$ cat src/rtl/rgb_digit_if.sv
// Handshake and data bundle between a requester and rgb_digit_emitter:
// start/value in; busy, done, serial digit stream and parallel digits out.
interface rgb_digit_if;
    logic [7:0] value;
    logic       start;
    logic       busy;
    logic [4:0] digito;
    logic       cambio_digito;
    logic       done;
    logic [4:0] c_out;
    logic [4:0] d_out;
    logic [4:0] u_out;

    modport master (
        output value, start,
        input  busy, digito, cambio_digito, done, c_out, d_out, u_out
    );

    modport slave (
        input  value, start,
        output busy, digito, cambio_digito, done, c_out, d_out, u_out
    );
endinterface

$ cat src/rtl/rgb_digit_emitter.sv
// Converts an 8-bit channel value to BCD by double dabble and replays it as a
// strobed digit stream. Define RGB_BLANK_LEADING_EN to blank leading zeros on c/d_out.
module rgb_digit_emitter #(
    parameter int GAP = 4
) (
    input  logic        clk,
    input  logic        reset,
    rgb_digit_if.slave  bus
);
    localparam logic [1:0] ST_IDLE = 2'd0;
    localparam logic [1:0] ST_CONV = 2'd1;
    localparam logic [1:0] ST_EMIT = 2'd2;
    localparam logic [1:0] ST_DONE = 2'd3;
    localparam logic [4:0] BLANK   = 5'd16;
    localparam logic [7:0] GAP_L   = GAP[7:0];

    logic [1:0]  state_reg;
    logic [7:0]  shift_reg;
    logic [11:0] bcd_reg;
    logic [2:0]  iter_reg;
    logic [1:0]  phase_reg;
    logic [7:0]  hold_reg;
    logic        busy_reg;
    logic        done_reg;
    logic        cambio_reg;
    logic [4:0]  digito_reg;
    logic [4:0]  c_reg;
    logic [4:0]  d_reg;
    logic [4:0]  u_reg;

    logic [11:0] bcd_adj;
    logic [19:0] dd_shift;
    logic [11:0] bcd_next;
    logic [7:0]  shift_next;
    logic [4:0]  c_next;
    logic [4:0]  d_next;
    logic [4:0]  u_next;
    logic [1:0]  phase_sel;
    logic [4:0]  digit_sel;

    genvar gi;
    generate
        for (gi = 0; gi < 3; gi++) begin : g_adj
            assign bcd_adj[gi*4 +: 4] = (bcd_reg[gi*4 +: 4] >= 4'd5) ?
                                        bcd_reg[gi*4 +: 4] + 4'd3 :
                                        bcd_reg[gi*4 +: 4];
        end
    endgenerate

    assign dd_shift   = {bcd_adj, shift_reg} << 1;
    assign bcd_next   = dd_shift[19:8];
    assign shift_next = dd_shift[7:0];

    always_comb begin
        c_next = {1'b0, bcd_next[11:8]};
        d_next = {1'b0, bcd_next[7:4]};
        u_next = {1'b0, bcd_next[3:0]};
`ifdef RGB_BLANK_LEADING_EN
        if (bcd_next[11:8] == 4'd0) c_next = BLANK;
        if (bcd_next[11:4] == 8'd0) d_next = BLANK;
`else
        // parallel outputs carry plain 0-9 digits in this build
        c_next = {1'b0, bcd_next[11:8]};
`endif
    end

    // hold_reg==0 marks EMIT entry; otherwise a strobe advances to the next phase
    assign phase_sel = (hold_reg == 8'd0) ? phase_reg : phase_reg + 2'd1;

    always_comb begin
        case (phase_sel)
            2'd0:    digit_sel = {1'b0, bcd_reg[11:8]};
            2'd1:    digit_sel = {1'b0, bcd_reg[7:4]};
            default: digit_sel = {1'b0, bcd_reg[3:0]};
        endcase
    end

    always_ff @(posedge clk or posedge reset) begin
        if (reset) begin
            state_reg  <= ST_IDLE;
            shift_reg  <= 8'd0;
            bcd_reg    <= 12'd0;
            iter_reg   <= 3'd0;
            phase_reg  <= 2'd0;
            hold_reg   <= 8'd0;
            busy_reg   <= 1'b0;
            done_reg   <= 1'b0;
            cambio_reg <= 1'b0;
            digito_reg <= BLANK;
            c_reg      <= BLANK;
            d_reg      <= BLANK;
            u_reg      <= BLANK;
        end else begin
            cambio_reg <= 1'b0;
            done_reg   <= 1'b0;
            case (state_reg)
                ST_IDLE, ST_DONE: begin
                    if (bus.start) begin
                        shift_reg <= bus.value;
                        bcd_reg   <= 12'd0;
                        iter_reg  <= 3'd0;
                        busy_reg  <= 1'b1;
                        state_reg <= ST_CONV;
                    end else begin
                        state_reg <= ST_IDLE;
                    end
                end
                ST_CONV: begin
                    shift_reg <= shift_next;
                    bcd_reg   <= bcd_next;
                    iter_reg  <= iter_reg + 3'd1;
                    if (iter_reg == 3'd7) begin
                        c_reg     <= c_next;
                        d_reg     <= d_next;
                        u_reg     <= u_next;
                        phase_reg <= 2'd0;
                        hold_reg  <= 8'd0;
                        state_reg <= ST_EMIT;
                    end
                end
                ST_EMIT: begin
                    if (hold_reg == 8'd0) begin
                        digito_reg <= digit_sel;
                        cambio_reg <= 1'b1;
                        hold_reg   <= 8'd1;
                    end else if (hold_reg == GAP_L) begin
                        if (phase_reg == 2'd2) begin
                            done_reg  <= 1'b1;
                            busy_reg  <= 1'b0;
                            state_reg <= ST_DONE;
                        end else begin
                            phase_reg  <= phase_sel;
                            digito_reg <= digit_sel;
                            cambio_reg <= 1'b1;
                            hold_reg   <= 8'd1;
                        end
                    end else begin
                        hold_reg <= hold_reg + 8'd1;
                    end
                end
                default: state_reg <= ST_IDLE;
            endcase
        end
    end

    assign bus.busy          = busy_reg;
    assign bus.done          = done_reg;
    assign bus.cambio_digito = cambio_reg;
    assign bus.digito        = digito_reg;
    assign bus.c_out         = c_reg;
    assign bus.d_out         = d_reg;
    assign bus.u_out         = u_reg;
endmodule
$ cat src/flat_wrapper.sv
// flat-port wrapper written by rule: the top's interface ports become plain ports
module rgb_digit_emitter_flat 
#(
    parameter int GAP = 4
)
  (clk, reset, bus_value, bus_start, bus_busy, bus_digito, bus_cambio_digito, bus_done, bus_c_out, bus_d_out, bus_u_out);
  rgb_digit_if bus_i ();
  input  logic clk;
  input  logic reset;
  input wire logic [$bits(bus_i.value)-1:0] bus_value;
  input wire logic [$bits(bus_i.start)-1:0] bus_start;
  output wire logic [$bits(bus_i.busy)-1:0] bus_busy;
  output wire logic [$bits(bus_i.digito)-1:0] bus_digito;
  output wire logic [$bits(bus_i.cambio_digito)-1:0] bus_cambio_digito;
  output wire logic [$bits(bus_i.done)-1:0] bus_done;
  output wire logic [$bits(bus_i.c_out)-1:0] bus_c_out;
  output wire logic [$bits(bus_i.d_out)-1:0] bus_d_out;
  output wire logic [$bits(bus_i.u_out)-1:0] bus_u_out;
  assign bus_i.value = bus_value;
  assign bus_i.start = bus_start;
  assign bus_busy = bus_i.busy;
  assign bus_digito = bus_i.digito;
  assign bus_cambio_digito = bus_i.cambio_digito;
  assign bus_done = bus_i.done;
  assign bus_c_out = bus_i.c_out;
  assign bus_d_out = bus_i.d_out;
  assign bus_u_out = bus_i.u_out;
  rgb_digit_emitter #(.GAP(GAP)) u_core (.clk(clk), .reset(reset), .bus(bus_i));
endmodule
$ cat config.mk
export PLATFORM = sky130hd
export DESIGN_NAME = rgb_digit_emitter_flat
export DESIGN_NICKNAME = d
export VERILOG_FILES = /design/src/rtl/rgb_digit_if.sv /design/src/rtl/rgb_digit_emitter.sv /design/src/flat_wrapper.sv
export SDC_FILE = /design/constraint.sdc
export NUM_CORES = 1
export LEC_CHECK = 0
export ABC_AREA = 1
export CAP_MARGIN = 20
export CORE_ASPECT_RATIO = 1.2
export CORE_MARGIN = 1.5
export CORE_UTILIZATION = 49
export DETAILED_ROUTE_END_ITERATION = 7
export DONT_BUFFER_PORTS = 1
export PLACE_DENSITY = 0.62
export SLEW_MARGIN = 10
export SYNTH_ARGS = -nofsm -noshare
export SYNTH_HDL_FRONTEND = slang
export SYNTH_SLANG_ARGS = --single-unit
export TNS_END_PERCENT = 50
$ cat constraint.sdc
create_clock -name clk -period 2.37 [get_ports clk]
set_input_delay 0.237 -clock clk [delete_from_list [all_inputs] [get_ports clk]]
set_output_delay 0.237 -clock clk [all_outputs]
set_load 0.02 [all_outputs]
# After elaboration in Yosys (flattened, before gate mapping)
# Cells that the tools add are included.
[word_totals]
out_inout_bits = 23
in_bits = 11
elab_cells = 95
ff_bits = 58
[classes]
eq_ne = 15
reduce_logical = 15
magnitude_cmp = 3
n_addsub = 6
mux = 43
[op_table]
columns = ["operator", "n"]
rows = [
  ["$mux W8", 5],
  ["$pmux W8 S2", 2],
  ["$pmux W12 S2", 1],
  ["$mux W2", 9],
  ["$mux W5", 3],
  ["$mux W1", 13],
  ["$ge A4 B3 Y1 const B", 3],
  ["$mux W12", 1],
  ["$reduce_and A5 Y1", 2],
  ["$add A4 B2 Y4 const B", 2],
  ["$add A8 B1 Y8 const B", 1],
  ["$eq A8 B3 Y1 const B", 1],
  ["$logic_not A8 Y1", 1],
  ["$mux W4", 2],
  ["$ne A2 B1 Y1 const B", 4],
  ["$pmux W4 S2", 1],
  ["$reduce_bool A2 Y1", 4],
  ["$eq A2 B2 Y1 const B", 3],
  ["$mux W3", 2],
  ["$ne A2 B2 Y1 const B", 3],
  ["$pmux W2 S3", 1],
  ["$pmux W3 S2", 1],
  ["$reduce_and A3 Y1", 2],
  ["$eq A2 B1 Y1 const B", 2],
  ["other kinds (11)", 13],
]

# Logic depth before layout (Yosys ltp)
[logic_depth]
word_depth = 7
mapped_depth = 11
ltp_nobuf = 11

# Least setup slack after synthesis
# Ideal clock, no wire load.
[synth_path]
path_kind = "register to register"
from = "reg u_core.state_reg[0]"
to = "reg u_core.bcd_reg[6]"
n_path_buf = 1
arrival_ps = 1493
setup_time_ps = 81
period_less_slack_ps = 1574
required_ps = 2289
setup_slack_ps = 796
path_stages_with_launch = 9
path_cell_list = "dfrtp_1 > inv_1 > ha_1 > o21ai_4 > inv_4 > nor2_4 > inv_2 > buf_6 > o22ai_2"
[synth_via]
elab_chain_len = 4
elab_cells_between_ends = 8
cone_classes = "eq/ne: 3; mux: 1; reduce/logical: 4"
[synth_rtl]
columns = ["item", "line_no", "rtl"]
rows = [
  ["start, declared", "rgb_digit_emitter.sv:17", "logic [1:0] state_reg;"],
  ["start signal, assigned", "rgb_digit_emitter.sv:80", "state_reg <= ST_IDLE;"],
  ["start signal, assigned", "rgb_digit_emitter.sv:103", "state_reg <= ST_CONV;"],
  ["start signal, assigned", "rgb_digit_emitter.sv:105", "state_reg <= ST_IDLE;"],
  ["$eq A2 B2 Y1 / $logic_not A2 Y1 (equally long branches)", "rgb_digit_emitter.sv:96", "case (state_reg)"],
  ["$reduce_or A2 Y1", "rgb_digit_emitter.sv:96", ""],
  ["$ne A2 B2 Y1 (no line) / $reduce_bool A2 Y1 (equally long branches)", "-", ""],
  ["$reduce_and A2 Y1 (no line)", "-", ""],
  ["end signal, assigned", "rgb_digit_emitter.sv:110", "bcd_reg <= bcd_next;"],
  ["end, declared", "rgb_digit_emitter.sv:19", "logic [11:0] bcd_reg;"],
]
# Several ways; a longest one is shown, not always the timed one.
# A chain may end at the register's enable or synchronous reset.

# Worst setup path after layout
[layout_path]
from = "reg u_core.state_reg[1]"
to = "reg u_core.hold_reg[7]"
[layout_via]
elab_chain_len = 3
elab_cells_between_ends = 7
cone_classes = "eq/ne: 4; mux: 1; reduce/logical: 2"
[layout_rtl]
columns = ["item", "line_no", "rtl"]
rows = [
  ["$eq A2 B2 Y1 / $eq A2 B1 Y1 (equally long branches)", "rgb_digit_emitter.sv:96", ""],
  ["$ne A4 B3 Y1 (no line), or another cell as far along", "-", ""],
  ["$reduce_and A3 Y1 (no line)", "-", ""],
  ["end signal, assigned", "rgb_digit_emitter.sv:138", "hold_reg <= hold_reg + 8'd1;"],
  ["end, declared", "rgb_digit_emitter.sv:22", "logic [7:0] hold_reg;"],
]
# Several ways; a longest one is shown, not always the timed one.

==> results.sh <==
export IMPL_slowest_delay_ps=410
export IMPL_rows=31
export IMPL_r2r_start="u_core.state_reg[1]"
export IMPL_grt_overflow_total=0
export IMPL_ys_seq_elements=56
export IMPL_n_antenna_cell=0
export IMPL_setup_viol_count_final=0
export IMPL_synthCells=345
export IMPL_synth_flop_cell="dfrtp_1"
export IMPL_final_max_slew_viol_count=0
export IMPL_holdCritPathClass="input pin to flip-flop"
export IMPL_worst_pin_slew_ps=735
export IMPL_gp_congestion=0.936
export IMPL_ir_drop_v=0.000425
export IMPL_synthTopCellsByArea="dfrtp_1 45%, nand2_1 9.2%, o21ai_0 6.0%"
export IMPL_synth_warning_count=0
export IMPL_cts_sinks=56
export IMPL_die_w_microns=74.5
export IMPL_vias_per_cell=5.15
export IMPL_status="complete, no violations"
export IMPL_dieHeight_microns=88.8
export IMPL_finalSetupTns_ps=0
export IMPL_dr_pass1_iters=4
export IMPL_worstSetupEndpointType="flip-flop"
export IMPL_crit_slowest_cell="dfrtp_1"
export IMPL_final_common_cell="nand2_1"
export IMPL_slew_headroom_pct=50.9
export IMPL_async_reset_ff_share_pct=100
export IMPL_pwr_share_clk_pct=16.9
export IMPL_syn_avg_cell_area_sq_um=8.71
export IMPL_port_buffers=0
export IMPL_route_detailed_drc=0
export IMPL_synth_largest_area_cell="dfrtp_1"
export IMPL_synth_top_area_share_pct=44.9
export IMPL_drtIter0Drc=59
export IMPL_power_w=0.00323
export IMPL_cp_max_fo=11
export IMPL_dp_cells=420
export IMPL_maxCapViolations=0
export IMPL_cts_htree_levels=2
export IMPL_combPwrFrac_pct=42.0
export IMPL_cp_required_ps=2570
export IMPL_nets=370
export IMPL_r2r_end="u_core.hold_reg[7]"
export IMPL_cp_arrival_ps=1960
export IMPL_fin_crit_sh_pct=74.4
export IMPL_numCtsBuffers=5
export IMPL_clkSlewWorstSetupHoldPaths_ps=100
export IMPL_wl_microns=5550
export IMPL_fill_cells=585
export IMPL_cpMostUsedCell="nor2_2"
export IMPL_start_util_pct=50.3
export IMPL_synth_edf_count=0
export IMPL_grt_max_degree=36
export IMPL_ios=34
export IMPL_crit_end="u_core.hold_reg[7]"
export IMPL_rrSetupSlack_ps=610
export IMPL_syn2layout_area_growth_pct=5.16
export IMPL_cts_tree="yes"
export IMPL_antenna_left=0
export IMPL_dieArea_sq_um=6620
export IMPL_p_int_w=0.00181
export IMPL_vias=2210
export IMPL_critPathLaunchType="flip-flop"
export IMPL_grt_pass1_wl_microns=9370
export IMPL_grt_usage_pct=18.4
export IMPL_largest_reg_flops=12
export IMPL_pwr_share_seq_pct=41.1
export IMPL_clockBufferDepth=2
export IMPL_final_cell_mix="74 x nand2_1, 54 x dfrtp_1, 44 x inv_1"
export IMPL_netlist_area_sq_um=3010
export IMPL_max_freq_mhz=567
export IMPL_net_switching_power_w=0.00142
export IMPL_hpwl_microns=4140
export IMPL_core_sq_um=5970
export IMPL_insertion_delay_ps=310
export IMPL_grt_setup_unrepaired="false"
export IMPL_worst_setup_path_type="flip-flop to flip-flop"
export IMPL_seq_area_frac_synth_pct=46.7
export IMPL_grt_pass1_vias=2100
export IMPL_wl_per_cell_microns=12.9
export IMPL_cts_post_setup_buffers_inserted=0
export IMPL_stdcell_count=429
export IMPL_period_minus_slack_ps=1760
export IMPL_power_per_cell_area_nw_per_um2=1020
export IMPL_crit_chain="inv_1 > ha_1 > inv_4 > nor2_2 > nor2_2 > nand2_2 > inv_2 > nand4_1 > o21ai_0"
export IMPL_power_leakage_nw=1.46
export IMPL_finalHoldViolCount=0
export IMPL_switching_share_pct=43.9
export IMPL_synth_fp_nets=369
export IMPL_r2r_cells=9
export IMPL_cts_root_buf="clkbuf_8"
export IMPL_antenna_found_initial=0
export IMPL_crit_start="u_core.state_reg[1]"
export IMPL_drive_gt1_share_pct=15.6
export IMPL_fin_worst_skew_ps=5.96
export IMPL_synth_cell_type_count=32
-- stage by stage --
step	area (sq um)	hold slack (ps)	util (%)	worst slack (ps)
floorplan	3010	378	-	765
global placement	3060	288	51.2	676
detailed placement	3060	296	51.2	603
CTS	3160	62.6	52.9	589
global route	3160	64.4	52.9	369
finish	3160	64.0	52.9	607
-- what timing repair did --
action                                 4_1_cts  5_1_grt
gates resized for setup                      0        0
endpoints found under the hold margin       32        0
setup endpoints to repair                    0        0
hold buffers                                 1        0
-- layout make-up --
type	count	area [sq um]	area share, %
flip-flops and latches	56	1400	44.4
multi-input cells	228	1330	42.0
inverters	50	193	6.09
well taps	82	103	3.24
clock buffers	5	68.8	2.18
repair buffers	5	40.0	1.27
clock inverters	3	26.3	0.831
-- how the worst min path moves through the flow --
stage / from / to / cells after the start / slack [ps]
2_1_floorplan: bus_value[0] / u_core.shift_reg[0] / 2 / 380
3_3_place_gp: reset / u_core.shift_reg[5] / 1 / 290
3_5_place_dp: reset / u_core.hold_reg[5] / 1 / 300
4_1_cts: bus_value[0] / u_core.shift_reg[0] / 2 / 60
5_1_grt: bus_value[3] / u_core.shift_reg[3] / 2 / 60
6_report: bus_value[0] / u_core.shift_reg[0] / 2 / 60
-- worst max-delay path: cells and delay by family, from the launching register on --
family | cells | cell delay (ps)
buffers and inverters | 3 | 310
flip-flops | 1 | 410
adder cells (fa/ha/maj) | 1 | 360
AO/OA/AOI/OAI | 1 | 90
AND/OR/NAND/NOR | 4 | 480
-- layer usage --
| metal | routed length, microns | part of all wire (%) | global-route usage [%] | vias to the layer above |
|---|---|---|---|---|
| met3 | 174 | 3.1 | 3.87 | 6 |
| met5 | 0 | 0 | 0 | - |
| met2 | 2600 | 47 | 29.3 | 29 |
| met4 | 59 | 1.1 | 5.95 | 0 |
| met1 | 2720 | 49 | 25.0 | 1051 |
| li1 | - | - | - | 1124 |
-- cell usage after synthesis (3+ instances only) --
cell type / n
nor2_2: 3
or2_2: 9
nand2_2: 5
a31oi_1: 8
ha_1: 13
o21ai_0: 36
dfrtp_1: 54
a21oi_1: 4
inv_2: 3
nor2_1: 16
inv_1: 45
o22ai_2: 10
nand4_1: 7
buf_6: 4
nand2_1: 74
xor2_1: 5
nand3_1: 22
buf_2: 3
-- kinds of logic (layout without fill, tap and decap cells) --
family                     after synthesis  after routing  synth area share [%]
adders and majority gates               13             13                  5.41
AOI/OAI and AO/OA                       67             67                  15.1
buffers and inverters                   61             63                  9.15
DFF                                     56             56                  46.7
and+or+nand+nor                        142            142                  21.8
xor gates and xnor gates                 6              6                  1.75
-- power by group through the flow --
stage / Sequential [W] / Combinational [W] / Clock [W]
2_1_floorplan: 0.00131 / 0.00116 / 0
3_3_place_gp: 0.00134 / 0.00135 / 0
3_5_place_dp: 0.00135 / 0.00137 / 0
4_1_cts: 0.00133 / 0.00138 / 0.000573
5_1_grt: 0.00136 / 0.00154 / 0.000609
6_report: 0.00133 / 0.00136 / 0.000547
No activity file was read; power rests on OpenSTA's default activity.
